==> config.mk <==
export PLATFORM = sky130hd
export DESIGN_NAME = vga_timing_rx_flat
export DESIGN_NICKNAME = d
export VERILOG_FILES = /design/src/rtl/vga_timing_rx_if.sv /design/src/rtl/vga_timing_rx.sv /design/src/flat_wrapper.sv
export SDC_FILE = /design/constraint.sdc
export NUM_CORES = 1
export LEC_CHECK = 0
export BUFFER_PORTS_ARGS = -buffer_cell sky130_fd_sc_hd__buf_4
export CAP_MARGIN = 40
export CELL_PAD_IN_SITES_DETAIL_PLACEMENT = 1
export CELL_PAD_IN_SITES_GLOBAL_PLACEMENT = 1
export CORE_ASPECT_RATIO = 1.1
export CORE_MARGIN = 1
export CORE_UTILIZATION = 47
export DETAILED_ROUTE_END_ITERATION = 8
export GPL_ROUTABILITY_DRIVEN = 0
export PLACE_DENSITY = 0.95
export SETUP_SLACK_MARGIN = 0.3
export SLEW_MARGIN = 25
export SYNTH_ARGS = -nofsm -noshare
export SYNTH_HDL_FRONTEND = slang
export SYNTH_SLANG_ARGS = --single-unit
==> constraint.sdc <==
create_clock -name dclk -period 4.9 [get_ports dclk]
set_input_delay 0.98 -clock dclk [delete_from_list [all_inputs] [get_ports dclk]]
set_output_delay 0.98 -clock dclk [all_outputs]
set_load 0.01 [all_outputs]
==> src/rtl/vga_timing_rx_if.sv <==
// Sync inputs and recovered-timing outputs of the VGA timing receiver.
// master = sync source / consumer side, slave = the receiver itself.
interface vga_timing_rx_if;
  logic        hsync;
  logic        vsync;
  logic [9:0]  x;
  logic [9:0]  y;
  logic        pix_valid;
  logic        locked;
  logic        frame_start;
  logic        err;
  logic [10:0] h_period;
  logic [9:0]  v_period;

  modport master (
    output hsync, vsync,
    input  x, y, pix_valid, locked, frame_start, err, h_period, v_period
  );

  modport slave (
    input  hsync, vsync,
    output x, y, pix_valid, locked, frame_start, err, h_period, v_period
  );
endinterface

==> src/rtl/vga_timing_rx.sv <==
// VGA timing receiver: locks to hsync/vsync cadence, rebuilds pixel x/y,
// measures line/frame periods and flags timing errors.
module vga_timing_rx #(
  parameter int unsigned H_SYNC      = 96,
  parameter int unsigned H_BP        = 48,
  parameter int unsigned H_ACTIVE    = 640,
  parameter int unsigned H_TOTAL     = 800,
  parameter int unsigned V_SYNC      = 2,
  parameter int unsigned V_BP        = 33,
  parameter int unsigned V_ACTIVE    = 480,
  parameter int unsigned V_TOTAL     = 525,
  parameter int unsigned LOCK_FRAMES = 2
) (
  input  logic           dclk,
  input  logic           clr,
  vga_timing_rx_if.slave vga
);

  localparam logic [10:0] H_START  = 11'(H_SYNC + H_BP);
  localparam logic [10:0] H_END    = 11'(H_SYNC + H_BP + H_ACTIVE - 1);
  localparam logic [10:0] H_LAST   = 11'(H_TOTAL - 1);
  localparam logic [9:0]  V_START  = 10'(V_SYNC + V_BP);
  localparam logic [9:0]  V_END    = 10'(V_SYNC + V_BP + V_ACTIVE - 1);
  localparam logic [9:0]  V_LAST   = 10'(V_TOTAL - 1);
  localparam logic [2:0]  LOCK_N   = 3'(LOCK_FRAMES);
  localparam logic [10:0] HCNT_MAX = '1;
  localparam logic [9:0]  VCNT_MAX = '1;

  typedef enum logic [1:0] {SEARCH, MEASURE, LOCKED} state_t;

  state_t      state, state_n;
  logic        hs_s1, hs_s2, vs_s1, vs_s2;
  logic        hfall, vfall;
  logic [10:0] hcnt;
  logic [9:0]  vcnt;
  logic [2:0]  good_cnt, good_n;
  logic        first_line, first_n;
  logic        bad_seen, bad_n;
  logic        err_n, fs_n;
  logic        line_bad, frame_len_bad, timeout, pix_n;

  always_ff @(posedge dclk) begin
    if (clr) begin
      hs_s1 <= 1'b0;
      hs_s2 <= 1'b0;
      vs_s1 <= 1'b0;
      vs_s2 <= 1'b0;
    end else begin
      hs_s1 <= vga.hsync;
      hs_s2 <= hs_s1;
      vs_s1 <= vga.vsync;
      vs_s2 <= vs_s1;
    end
  end

  assign hfall = hs_s2 & ~hs_s1;
  assign vfall = vs_s2 & ~vs_s1;

  always_ff @(posedge dclk) begin
    if (clr) begin
      hcnt         <= '0;
      vcnt         <= '0;
      vga.h_period <= '0;
      vga.v_period <= '0;
    end else begin
      if (hfall)
        hcnt <= '0;
      else if (hcnt != HCNT_MAX)
        hcnt <= hcnt + 11'd1;

      if (vfall)
        vcnt <= '0;
      else if (hfall && vcnt != VCNT_MAX)
        vcnt <= vcnt + 10'd1;

      if (hfall)
        vga.h_period <= hcnt + 11'd1;
      if (vfall)
        vga.v_period <= vcnt + 10'd1;
    end
  end

  // Fires only on the cycle hcnt steps into saturation, so a stalled hsync
  // reports once rather than every cycle.
  assign timeout       = ~hfall & (hcnt == HCNT_MAX - 11'd1);
  assign line_bad      = hfall & ~first_line & (hcnt != H_LAST);
  assign frame_len_bad = (vcnt != V_LAST);

  assign pix_n = vga.locked
               & (hcnt >= H_START) & (hcnt <= H_END)
               & (vcnt >= V_START) & (vcnt <= V_END);

  always_ff @(posedge dclk) begin
    if (clr) begin
      vga.x         <= '0;
      vga.y         <= '0;
      vga.pix_valid <= 1'b0;
    end else begin
      vga.pix_valid <= pix_n;
      if (pix_n) begin
        vga.x <= 10'(hcnt - H_START);
        vga.y <= vcnt - V_START;
      end
    end
  end

  always_ff @(posedge dclk) begin
    if (clr) begin
      state           <= SEARCH;
      good_cnt        <= '0;
      first_line      <= 1'b1;
      bad_seen        <= 1'b0;
      vga.err         <= 1'b0;
      vga.frame_start <= 1'b0;
      vga.locked      <= 1'b0;
    end else begin
      state           <= state_n;
      good_cnt        <= good_n;
      first_line      <= first_n;
      bad_seen        <= bad_n;
      vga.err         <= err_n;
      vga.frame_start <= fs_n;
      vga.locked      <= (state == LOCKED);
    end
  end

  always_comb begin
    state_n = state;
    good_n  = good_cnt;
    first_n = first_line;
    bad_n   = bad_seen;
    err_n   = 1'b0;
    fs_n    = 1'b0;
    if (timeout) begin
      err_n   = 1'b1;
      state_n = SEARCH;
    end else begin
      unique case (state)
        SEARCH: begin
          good_n  = '0;
          first_n = 1'b1;
          bad_n   = 1'b0;
          if (vfall)
            state_n = MEASURE;
        end
        MEASURE: begin
          if (hfall)
            first_n = 1'b0;
          // The line closing at a coincident vfall counts toward that frame.
          if (vfall) begin
            bad_n = 1'b0;
            if (bad_seen || line_bad || frame_len_bad) begin
              err_n  = 1'b1;
              good_n = '0;
            end else if (good_cnt + 3'd1 == LOCK_N) begin
              good_n  = '0;
              state_n = LOCKED;
            end else begin
              good_n = good_cnt + 3'd1;
            end
          end else if (line_bad) begin
            bad_n = 1'b1;
          end
        end
        LOCKED: begin
          bad_n = 1'b0;
          fs_n  = vfall;
          if (line_bad || (vfall && frame_len_bad)) begin
            err_n   = 1'b1;
            good_n  = '0;
            state_n = MEASURE;
          end
        end
        default: state_n = SEARCH;
      endcase
    end
  end

endmodule
==> src/flat_wrapper.sv <==
// flat-port wrapper written by rule: the top's interface ports become plain ports
module vga_timing_rx_flat 
#(
  parameter int unsigned H_SYNC      = 96,
  parameter int unsigned H_BP        = 48,
  parameter int unsigned H_ACTIVE    = 640,
  parameter int unsigned H_TOTAL     = 800,
  parameter int unsigned V_SYNC      = 2,
  parameter int unsigned V_BP        = 33,
  parameter int unsigned V_ACTIVE    = 480,
  parameter int unsigned V_TOTAL     = 525,
  parameter int unsigned LOCK_FRAMES = 2
)
  (dclk, clr, vga_hsync, vga_vsync, vga_x, vga_y, vga_pix_valid, vga_locked, vga_frame_start, vga_err, vga_h_period, vga_v_period);
  vga_timing_rx_if vga_i ();
  input  logic dclk;
  input  logic clr;
  input wire logic [$bits(vga_i.hsync)-1:0] vga_hsync;
  input wire logic [$bits(vga_i.vsync)-1:0] vga_vsync;
  output wire logic [$bits(vga_i.x)-1:0] vga_x;
  output wire logic [$bits(vga_i.y)-1:0] vga_y;
  output wire logic [$bits(vga_i.pix_valid)-1:0] vga_pix_valid;
  output wire logic [$bits(vga_i.locked)-1:0] vga_locked;
  output wire logic [$bits(vga_i.frame_start)-1:0] vga_frame_start;
  output wire logic [$bits(vga_i.err)-1:0] vga_err;
  output wire logic [$bits(vga_i.h_period)-1:0] vga_h_period;
  output wire logic [$bits(vga_i.v_period)-1:0] vga_v_period;
  assign vga_i.hsync = vga_hsync;
  assign vga_i.vsync = vga_vsync;
  assign vga_x = vga_i.x;
  assign vga_y = vga_i.y;
  assign vga_pix_valid = vga_i.pix_valid;
  assign vga_locked = vga_i.locked;
  assign vga_frame_start = vga_i.frame_start;
  assign vga_err = vga_i.err;
  assign vga_h_period = vga_i.h_period;
  assign vga_v_period = vga_i.v_period;
  vga_timing_rx #(.H_SYNC(H_SYNC), .H_BP(H_BP), .H_ACTIVE(H_ACTIVE), .H_TOTAL(H_TOTAL), .V_SYNC(V_SYNC), .V_BP(V_BP), .V_ACTIVE(V_ACTIVE), .V_TOTAL(V_TOTAL), .LOCK_FRAMES(LOCK_FRAMES)) u_core (.dclk(dclk), .clr(clr), .vga(vga_i));
endmodule
# After elaboration in Yosys (flattened, before gate mapping)
# Cells that the tools add are included.
dict set report classes {
  addsub 5
  n_mul 0
  div 0
  order_cmp 4
  n_eq_ne 15
  shifts 0
  mux 21
  bitwise_logic 15
  n_reduce_logical 18
}
# cell n
set ops {}
lappend ops {{$ne 10x10->1 const B} 2}
lappend ops {{$mux 3} 4}
lappend ops {{$add 11x1->11 const B} 1}
lappend ops {{$eq 11x11->1 const B} 1}
lappend ops {{$ge 11x8->1 const B} 1}
lappend ops {{$le 11x10->1 const B} 1}
lappend ops {{$ne 11x10->1 const B} 1}
lappend ops {{$ne 11x11->1 const B} 1}
lappend ops {{$add 10x1->10 const B} 1}
lappend ops {{$ge 10x6->1 const B} 1}
lappend ops {{$le 10x10->1 const B} 1}
lappend ops {{$mux 2} 5}
lappend ops {{$sub 10x6->10 const B} 1}
lappend ops {{$sub 10x8->10 const B} 1}
lappend ops {{$and 1x1->1} 9}
lappend ops {{$pmux 3 s3} 1}
lappend ops {{$ne 2x1->1 const B} 4}
lappend ops {{$reduce_or 2->1} 4}
lappend ops {{$mux 1} 7}
lappend ops {{$not 1->1} 6}
lappend ops {{$pmux 1 s2} 3}
lappend ops {{$pmux 2 s3} 1}
lappend ops {{$reduce_and 3->1} 2}
lappend ops {{$reduce_and 5->1} 1}
lappend ops {{13 further kinds} 18}
dict set report totals {
  regBits 77
  latch_bits 0
  ramBits 0
  rom_bits 0
  input_bits 4
  output_inout_bits 45
  elab_cells 96
  memories 0
}

# Longest topological paths before layout
dict set report depth {
  ltp_word 10
  ltp_mapped 8
  mapped_depth_nobuf 7
}

# Worst setup path before layout
# No wires, ideal clock.
dict set report synth_path {
  kind {register to register}
  from {reg u_core.hcnt[5]}
  to {reg u_core.vga.y[1]}
  setup_ns 0.070
  arrival_ns 2.100
  required_ns 4.830
  path_slack_ns 2.729
  stages_incl_launch_ff 9
  n_path_buf 1
  synth_period_minus_slack_ns 2.171
  path_cell_list {dfxtp_1 -> inv_1 -> ha_1 -> and4b_1 -> a2111oi_1 -> a311o_1 -> clkbuf_1 -> o21ai_0 -> a21oi_1}
}
dict set report synth_between {
  elab_chain_cells 5
  word_cells_on_any_way 6
  cone_classes {2 x order compare; 4 x bitwise}
}
# item line
set synth_rtl {}
lappend synth_rtl {{from (decl)} vga_timing_rx.sv:34} ;# logic [10:0] hcnt;
lappend synth_rtl {{from (signal assigned)} vga_timing_rx.sv:69} ;# hcnt <= hcnt + 11'd1;
lappend synth_rtl {{$ge 11x8->1} vga_timing_rx.sv:90} ;# & (hcnt >= H_START) & (hcnt <= H_END)
lappend synth_rtl {{$and 1x1->1} vga_timing_rx.sv:90}
lappend synth_rtl {{$and 1x1->1 *} vga_timing_rx.sv:90}
lappend synth_rtl {{$and 1x1->1 * (2 in series)} vga_timing_rx.sv:91} ;# & (vcnt >= V_START) & (vcnt <= V_END);
lappend synth_rtl {{to (signal assigned)} vga_timing_rx.sv:102} ;# vga.y <= vcnt - V_START;
lappend synth_rtl {{to (decl)} vga_timing_rx_if.sv:22} ;# output x, y, pix_valid, locked, frame_start, err, h_period, v_period
# Mark *: on every way between the ends. The rest lies on a longest branch, timed or not.
# A chain may end at the register's enable or synchronous reset.

# Worst setup path in the final report
dict set report layout_path {
  from {reg u_core.hcnt[5]}
  to {reg u_core.vga.x[9]}
}
dict set report layout_between {
  elab_chain_cells 5
  word_cells_on_any_way 7
  cone_classes {1 x add/sub; 2 x order compare; 4 x bitwise}
}
# item line
set layout_rtl {}
lappend layout_rtl {{$ge 11x8->1} vga_timing_rx.sv:90}
lappend layout_rtl {{$and 1x1->1 (2 in series)} vga_timing_rx.sv:90}
lappend layout_rtl {{$and 1x1->1 (2 in series)} vga_timing_rx.sv:91}
lappend layout_rtl {{to (signal assigned)} vga_timing_rx.sv:101} ;# vga.x <= 10'(hcnt - H_START);
lappend layout_rtl {{to (decl)} vga_timing_rx_if.sv:22}
# Parallel ways exist; a longest one is shown, timed or not.

==> flow_summary.yaml <==
status:
  outcome: "finished clean"
logic_synthesis:
  synth_area_per_cell_um2: 8.76
  ys_ff_latch: 77
  yosysWarnings: 0
  synth_edf_count: 0
  synthArstFlopShare: 0
  ys_types: 48
  synth_top_area_share: 0.409
  yosysSeqAreaShare: 0.409
  synth_ff_type: "dfxtp_1"
  syn_inst: 430
  syn_area_um2: 3770
  synth_area_leader_cell: "dfxtp_1"
  syn-num-nets: 451
  yosys-top-cells-area: "dfxtp_1, ha_1, a211oi_1"
sta:
  fin_worst_skew_ns: 0.00909
  fmax_mhz: 333
  fin_crit_sh: 0.614
  slew-limit-headroom: 0.427
  maxSlewViolCount: 0
  min_period_ns: 3.01
  fin_tns_setup_ns: 0
  setup_viol: 0
  worst_pin_slew_ns: 0.853
  hold_viol: 0
  rsz0062_at_grt: "false"
clocking:
  post_cts_buffers: 0
  hold_buffers: 0
  cts.sinks: 77
  tritoncts: "done"
  cts-resized-gates: 0
  clock-root-buffer: "clkbuf_8"
  clock_path_buffers: 2
  clk_latency_ns: 0.36
  clk_pin_slew_ns: 0.09
  cts_buffers: 9
  cts_max_level: 3
global_route:
  grt_start_max_net_pins: 58
  overflow: 0
  track_usage: 0.284
  grt_pass1_wl_um: 18100
  grt_pass1_vias: 3399
  antenna_found_initial: 0
layout:
  syn2layout_area_growth_pct: 17.6
  register_area_um2: 1540
  diodes: 0
  final_area_um2: 4430
  multi_input_area_um2: 2030
  layout-drive-gt1-share: 0.170
  utilization: 0.583
  final_nets: 482
  fillers: 934
worst_setup_path:
  startpoint_type: "register"
  crit_required_ns: 5.15
  critPathMaxFanout: 13
  arrival_ns: 3.26
  path_class: "reg2reg"
  end_kind: "register"
detailed_routing:
  drc: 0
  viasPerCell: 6.04
  ant_nets: 0
  first_pass_iters: 4
  via_count: 3448
  routed_wl_um: 11600
  wire_per_inst_um: 20.3
  drt-initial-drc-count: 227
die:
  die_height_um: 95.9
  die_area_um2: 8380
  start_util: 0.496
  io-pin-count: 49
  fp.coreArea_um2: 7600
  die_w_um: 87.4
  core.rowCount: 33
place:
  port_buffers: 48
  dpl.hpwl_um: 7280
  placed_area_um2: 4140
pwr:
  p_leak_nw: 1.64
  ir_worst_vdd_v: 0.000141
  p_per_area_nw_per_um2: 326
worst_hold_path:
  hold_class: "reg2reg"
flow_run:
  maxCapViolCount: 0
## layout make-up
cell class | instances | area share
multi-input combinational | 305 | 0.459
inverter | 15 | 0.0127
sequential | 77 | 0.348
timing repair buffer | 53 | 0.0901
clock buffer | 9 | 0.0280
clock inverter | 7 | 0.0330
tap | 105 | 0.0297
## path summary, 6_finish.rpt
kind | depth (start not counted) | end | from | slack (ns)
setup / recovery | 7 | u_core.vga.x[9]$_SDFFE_PP0P_ | u_core.hcnt[5]$_SDFFE_PP0P_ | 1.89
hold / removal | 2 | u_core.vga.h_period[1]$_SDFFE_PP0N_ | u_core.vga.h_period[1]$_SDFFE_PP0N_ | 0.47
setup reg to reg | 7 | u_core.vga.x[9]$_SDFFE_PP0P_ | u_core.hcnt[5]$_SDFFE_PP0P_ | 1.89
hold reg to reg | 2 | u_core.vga.h_period[1]$_SDFFE_PP0N_ | u_core.vga.h_period[1]$_SDFFE_PP0N_ | 0.47
## state kept, by name, indices dropped and copies added, names as in the netlist, 2 cells and up
name                 cells
u_core.hcnt             11
u_core.state             2
u_core.vga.y            10
u_core.vcnt             10
u_core.vga.x            10
u_core.vga.v_period     10
u_core.vga.h_period     11
u_core.good_cnt          3
## per-layer routing
layer  global-route usage  part of all wire  vias to the layer above  wire length [µm]
met5                    0                 0                        -                 0
met4                0.112             0.022                        0               257
met3               0.0360             0.046                       29               529
met2                0.505              0.52                      133              6030
met1                0.347              0.41                     1701              4790
li1                     -                 -                     1585                 -
## cell usage in the layout (no fill, tap or decap), types with 4 or more instances in the layout
| cell type | netlist | layout |
|---|---|---|
| a211oi_1 | 28 | 28 |
| a21oi_1 | 42 | 42 |
| a311oi_1 | 4 | 4 |
| buf_4 | 1 | 51 |
| bufinv_16 | 0 | 4 |
| clkbuf_8 | 0 | 9 |
| dfxtp_1 | 77 | 77 |
| ha_1 | 17 | 17 |
| inv_1 | 15 | 15 |
| mux2i_1 | 7 | 7 |
| nand2_1 | 19 | 19 |
| nand2b_1 | 6 | 6 |
| nand3_1 | 19 | 19 |
| nand4_1 | 4 | 4 |
| nor2_1 | 42 | 42 |
| nor2b_1 | 7 | 6 |
| nor3_1 | 12 | 12 |
| nor4_1 | 6 | 6 |
| o21ai_0 | 19 | 19 |
| or3_1 | 5 | 5 |
| xnor2_1 | 22 | 22 |
| xor2_1 | 11 | 11 |
## power by group
group | internal (mW) | total (mW) | switching (mW)
Sequential | 0.644 | 0.664 | 0.0201
Combinational | 0.0533 | 0.131 | 0.0773
Clock | 0.393 | 0.651 | 0.258
Total | 1.09 | 1.45 | 0.355
## cell usage after synthesis (2+ instances only)
cell	number
dfxtp_1	77
buf_6	2
nor2_1	42
xor2_1	11
clkbuf_1	15
or3_1	5
xnor2_1	22
nor3_1	12
mux2i_1	7
and4_1	2
inv_1	15
ha_1	17
nor4_1	6
a311o_1	3
and2_1	2
and4b_1	3
or4_4	2
nand4_1	4
buf_2	8
nand2_1	19
o21ai_0	19
and3_1	3
nor2b_1	7
a211oi_1	28
nand3_1	19
a311oi_1	4
nand2b_1	6
buf_1	7
or4_1	3
a21oi_1	42
## stage by stage
step / power [mW] / worst slack (ns) / std cells / hold slack (ns)
6_report: 1.45 / 1.89 / 571 / 0.472
5_1_grt: 1.49 / 1.72 / 571 / 0.505
4_1_cts: 1.45 / 1.95 / 569 / 0.472
3_5_place_dp: 0.802 / 2.09 / 553 / 0.460
3_3_place_gp: 0.792 / 2.31 / 553 / 0.447
2_1_floorplan: 0.760 / 2.73 / 430 / 0.452
## kinds of logic after synthesis
family	synth area share
AOI/OAI and AO/OA	0.187
buffers and inverters	0.0554
DFF	0.409
and+or+nand+nor	0.197
xor gates and xnor gates	0.0767
muxes	0.0186
adders and majority gates	0.0564
## worst max-delay path, stage by stage, from the launching register on
cell,delay [ns]
dfxtp_1,0.48
inv_1,0.16
ha_1,0.26
and4b_1,0.21
a2111oi_1,0.75
a311o_1,0.54
nor2_2,0.21
a211oi_1,0.29
Power figures use the tool's default switching activity.
